$ cat config.mk
export PLATFORM = sky130hd
export DESIGN_NAME = pixel_approx_adder_pipe
export DESIGN_NICKNAME = d
export VERILOG_FILES = /design/src/rtl/pixel_approx_adder_pipe.sv
export SDC_FILE = /design/constraint.sdc
export NUM_CORES = 1
export LEC_CHECK = 0
export ABC_AREA = 1
export BUFFER_PORTS_ARGS = -buffer_cell sky130_fd_sc_hd__buf_2
export CORE_ASPECT_RATIO = 0.5
export CORE_MARGIN = 4
export CORE_UTILIZATION = 35
export CTS_CLUSTER_DIAMETER = 150
export DETAILED_ROUTE_END_ITERATION = 10
export SETUP_SLACK_MARGIN = 0.02
export SLEW_MARGIN = 20
export SYNTH_ARGS = -nofsm -noshare
export SYNTH_HDL_FRONTEND = slang
export SYNTH_SLANG_ARGS = --single-unit
$ cat constraint.sdc
create_clock -name clk -period 4.9 [get_ports clk]
set_input_delay 0.245 -clock clk [delete_from_list [all_inputs] [get_ports clk]]
set_output_delay 0.245 -clock clk [all_outputs]
set_load 0.02 [all_outputs]
$ cat src/rtl/pixel_approx_adder_pipe.sv
// Two-stage lower-part-OR approximate adder with per-beat approximation depth,
// optional saturation, an exact shadow adder and a saturating mismatch counter.
module pixel_approx_adder_pipe #(
  parameter int W          = 8,
  parameter int MAX_APPROX = 4,
  parameter int CNT_W      = 16
) (
  input  logic                              clk,
  input  logic                              rst_n,
  input  logic                              in_valid,
  output logic                              in_ready,
  input  logic [W-1:0]                      a,
  input  logic [W-1:0]                      b,
  input  logic [$clog2(MAX_APPROX+1)-1:0]   approx_lsbs,
  input  logic                              sat_en,
  output logic                              out_valid,
  input  logic                              out_ready,
  output logic [W:0]                        sum,
  output logic                              mismatch,
  input  logic                              cnt_clr,
  output logic [CNT_W-1:0]                  mismatch_cnt
);

  localparam int KW = $clog2(MAX_APPROX + 1);
  localparam int WP = W + 1;
  localparam logic [CNT_W-1:0] CNT_MAX = '1;

  // Stage 1 state
  logic          v1_q;
  logic [W-1:0]  a_hi_q, b_hi_q, lo_or_q, ex_lo_q;
  logic          c_q, ex_c_q, sat_q;
  logic [KW-1:0] k_q;

  // Stage 2 state
  logic          v2_q;
  logic [W:0]    sum_q;
  logic          mismatch_q;
  logic [CNT_W-1:0] cnt_q;

  logic s1_adv, s2_adv;

  assign s2_adv   = !v2_q || out_ready;
  assign s1_adv   = !v1_q || s2_adv;
  assign in_ready = s1_adv;

  // Stage 1 combinational: split operands at the clamped boundary k
  logic [KW-1:0] k_d;
  logic [W-1:0]  mask_d, top_d, a_hi_d, b_hi_d, lo_or_d, ex_lo_d;
  logic [W:0]    ex_lo_full_d;
  logic          c_d, ex_c_d;

  always_comb begin
    k_d          = (approx_lsbs > KW'(MAX_APPROX)) ? KW'(MAX_APPROX) : approx_lsbs;
    mask_d       = (W'(1) << k_d) - W'(1);
    top_d        = mask_d & ~(mask_d >> 1);
    a_hi_d       = a >> k_d;
    b_hi_d       = b >> k_d;
    lo_or_d      = (a | b) & mask_d;
    c_d          = |(a & b & top_d);
    ex_lo_full_d = {1'b0, a & mask_d} + {1'b0, b & mask_d};
    ex_c_d       = |(ex_lo_full_d >> k_d);
    ex_lo_d      = ex_lo_full_d[W-1:0] & mask_d;
  end

  function automatic logic [W:0] clamp_sat(input logic [W:0] v, input logic s);
    return (s && v[W]) ? {1'b0, {W{1'b1}}} : v;
  endfunction

  // Stage 2 combinational: approximate and exact upper adds share operands
  logic [W:0] app_up_d, ex_up_d, app_full_d, ex_full_d, sum_d;
  logic       mismatch_d;

  always_comb begin
    app_up_d   = {1'b0, a_hi_q} + {1'b0, b_hi_q} + WP'(c_q);
    ex_up_d    = {1'b0, a_hi_q} + {1'b0, b_hi_q} + WP'(ex_c_q);
    app_full_d = (app_up_d << k_q) | {1'b0, lo_or_q};
    ex_full_d  = (ex_up_d << k_q) | {1'b0, ex_lo_q};
    sum_d      = clamp_sat(app_full_d, sat_q);
    mismatch_d = (sum_d != clamp_sat(ex_full_d, sat_q));
  end

  always_ff @(posedge clk) begin
    if (!rst_n) begin
      v1_q       <= 1'b0;
      a_hi_q     <= '0;
      b_hi_q     <= '0;
      lo_or_q    <= '0;
      ex_lo_q    <= '0;
      c_q        <= 1'b0;
      ex_c_q     <= 1'b0;
      sat_q      <= 1'b0;
      k_q        <= '0;
      v2_q       <= 1'b0;
      sum_q      <= '0;
      mismatch_q <= 1'b0;
      cnt_q      <= '0;
    end else begin
      if (s1_adv) begin
        v1_q <= in_valid;
        if (in_valid) begin
          a_hi_q  <= a_hi_d;
          b_hi_q  <= b_hi_d;
          lo_or_q <= lo_or_d;
          ex_lo_q <= ex_lo_d;
          c_q     <= c_d;
          ex_c_q  <= ex_c_d;
          sat_q   <= sat_en;
          k_q     <= k_d;
        end
      end
      if (s2_adv) begin
        v2_q <= v1_q;
        if (v1_q) begin
          sum_q      <= sum_d;
          mismatch_q <= mismatch_d;
        end
      end
      // Clear has priority over a coincident increment
      if (cnt_clr) begin
        cnt_q <= '0;
      end else if (v2_q && out_ready && mismatch_q && (cnt_q != CNT_MAX)) begin
        cnt_q <= cnt_q + CNT_W'(1);
      end
    end
  end

  assign out_valid    = v2_q;
  assign sum          = sum_q;
  assign mismatch     = mismatch_q;
  assign mismatch_cnt = cnt_q;

endmodule

==> impl_results.md <==
- Status: finished clean
- Via density per instance: 4.897
- Crit path DAT: 3310 ps
- Max Clock Freq: 324.4 MHz
- Max H-tree Level: 3
- Fin Clk Skew: 4.931 ps
- Final TNS setup: 0 ps
- Post-CTS Hold Buffers: 0
- Post-cts sizing count: 0
- Nets: 892
- Row Count: 30
- Total gr overflow: 0
- Max_cap viols: 0
- N_diodes: 0
- Crit-path cells: ha_1 -> fa_1 -> ha_1 -> inv_1 -> nor2_1 -> nand3_1 -> nand2_1 -> nand3_1 -> nand3_1 -> o21ai_1 -> nand2_1 -> a21boi_1 -> nand2_1 -> nand3_1 -> nand2_1 -> nor2_1 -> nand3_1 -> nor2_1 -> nor2_1
- P_leak: 0.002734 uW
- Sequential fraction of the synthesis area: 26.98%
- Chip height: 91.64 um
- Layout cells sized above 1: 13.21%
- Final Util: 41.62%
- Final Slew Violations: 0
- Post-synthesis cell area: 4897 sq um
- DRC: 0
- Startpoint types: flop
- Mapped Cells: 798
- Power per cell area: 301.3 nW/um^2
- IO buf count: 52
- Most common cell after layout, fill and taps aside: nand2_1
- DP Worst Slack: 1783 ps
- Root Driver: clkbuf_16
- Worst Path Max Fanout: 4
- Final setup violation count: 0
- Number of global-route vias before repair: 4694
- Final instance area: 5670 sq um
- Delay of the slowest critical-path stage: 570 ps
- Post-DP Area: 5331 sq um
- Post-synth EDFFs: 0
- Final worst slack: 1817 ps
- Routed wire per std cell: 12.83 um
- DR vias: 5093
- GP Congestion: 0.8854
- Die width: 175.3 um
- Max rail drop VDD: 0.1700 mV
- Avg Inst Size Synth: 6.137 sq um
- Initial antenna violation count: 0
- GRT Total Usage: 17.05%
- Final period util: 62.91%
- DRT iter0 DRCs: 344
- Core box area: 13630 sq um
- CP delay by family, top: simple AND/OR/NAND/NOR gates
- Clock Pin Slew Worst Setup and Hold Paths: 60 ps
- Clock Tree Buf Depth: 2
- CTS buffer count: 9
- Detailed Routing Iterations Pass 1: 5
- Area growth from synthesis to layout: 15.79%
- Number of synthesized register bits: 66
- CTS sink cnt: 66
- Final Hold Fails: 0
- Max-slew headroom: 37.22%
- Io pins: 53
- Setup Buffers After CTS: 0
- Count of different cell masters after synthesis: 45
- Wirelength, routed: 13340 um
- Dpl hpwl: 10510 um
- Most Frequent Cell on Critical Path: nand3_1
- RSZ-0062 raised after global routing: no
- Largest net degree at the start of global routing: 36
- CTS tree: yes
- Most frequent cells in the layout: nand2_1 (191), inv_1 (111), nand3_1 (77), nor2_1 (70), dfxtp_1 (66)
- Yosys warns: 0
- Post-route ant nets: 0
- Critical path class: flop to flop
- Main synth FF type: dfxtp_1
- Initial Util: 35.94%
- First-pass GRT wire length: 22510 um
- Worst skew pair latency: 340 ps
- Hold WS: 191.7 ps
- Clock period minus worst slack: 3083 ps
- Crit path capture type: flop
- Class of the worst hold path: input port to flop
- Full die area: 16060 sq um
- Worst-Margin Slew: 938.3 ps
- Slowest-stage cell, CP: fa_1
- CP required: 5130 ps
- WP buf/inv: 1
- Async S/R FF share, synth: 0%
[area by class of cell]
class                      instances  area [sq um]
clock buffer                      12         266.5
clock inverter                     4         72.57
fill                            1524          7955
inverter                         122         457.9
multi-input combinational        589          3029
sequential                        66          1321
tap                              192         240.2
timing repair buffer              55         282.8
[kinds of logic after synthesis]
family,count (synthesis),synth area share (%)
mux,1,0.2044
buf+inv,148,11.55
flops,66,26.98
simple gates,399,36.20
fa+ha+maj,24,6.438
compound gates,153,17.48
xor+xnor,6,1.073
other cells,1,0.07657
[worst paths after layout]
kind / endpoint / slack, ps / from / cells after the start
min: sat_q$_SDFFE_PN0P_ / 190 / sat_en / 3
min reg2reg: ex_lo_q[6]$_SDFFE_PN0P_ / 430 / ex_lo_q[6]$_SDFFE_PN0P_ / 2
max: mismatch$_SDFFE_PN0P_ / 1820 / a_hi_q[0]$_SDFFE_PN0P_ / 19
max reg2reg: mismatch$_SDFFE_PN0P_ / 1820 / a_hi_q[0]$_SDFFE_PN0P_ / 19
[registers in the layout, summed over array words and instances, names as in the netlist]
| register | cells |
|---|---|
| k_q | 3 |
| v1_q | 1 |
| ex_lo_q | 8 |
| c_q | 1 |
| mismatch | 1 |
| out_valid | 1 |
| b_hi_q | 8 |
| ex_c_q | 1 |
| mismatch_cnt | 16 |
| lo_or_q | 8 |
| sat_q | 1 |
| a_hi_q | 8 |
| sum | 9 |
[metal layers]
| layer | GRT usage, % | wire [um] |
|---|---|---|
| met1 | 23.94 | 6715 |
| met2 | 25.84 | 5558 |
| met3 | 4.201 | 904 |
| met5 | 0 | 0 |
| met4 | 5.160 | 159 |
[stage by stage]
step           power [uW]  std cells
6_report             1708       1040
5_1_grt              1817       1040
3_5_place_dp        986.0       1024
4_1_cts              1726       1040
2_1_floorplan       887.6        803
3_3_place_gp        985.0       1024
[Yosys cell counts, types with 2 or more instances]
library cell	instances	share of area (%)
a31oi_1	5	0.64
a22oi_1	2	0.31
xnor2_1	3	0.54
o221ai_1	2	0.36
nor3_1	16	1.6
clkbuf_1	20	1.5
inv_2	10	0.77
o21a_1	2	0.31
inv_1	111	8.5
nand4_1	5	0.64
a211oi_1	3	0.46
o2111ai_1	3	0.54
nand3_2	5	1.0
a311oi_1	2	0.36
dfxtp_1	66	27
nand2_4	2	0.46
ha_1	22	5.6
nor2_1	70	5.4
a21oi_1	55	5.6
nand3b_1	2	0.31
o211ai_1	10	1.5
nand2_1	191	15
o21ai_0	61	6.2
o21bai_1	2	0.31
o21ai_1	2	0.20
nor3b_1	3	0.46
buf_1	3	0.23
nor4_1	3	0.38
fa_1	2	0.82
nand3_1	77	7.9
nand2_2	14	1.8
or2_2	4	0.51
buf_2	2	0.20
xor2_1	3	0.54
nor2_2	5	0.64
[report_power, final]
group	switching [uW]	internal (uW)
Clock	244	486
Sequential	20.0	561
Combinational	260	137
[worst min-delay path: cells and delay by family]
kind / cells / cell delay (ps)
AO/OA/AOI/OAI: 2 / 170
buffers and inverters: 1 / 70
Note: power is estimated with default switching activity, not from simulation.
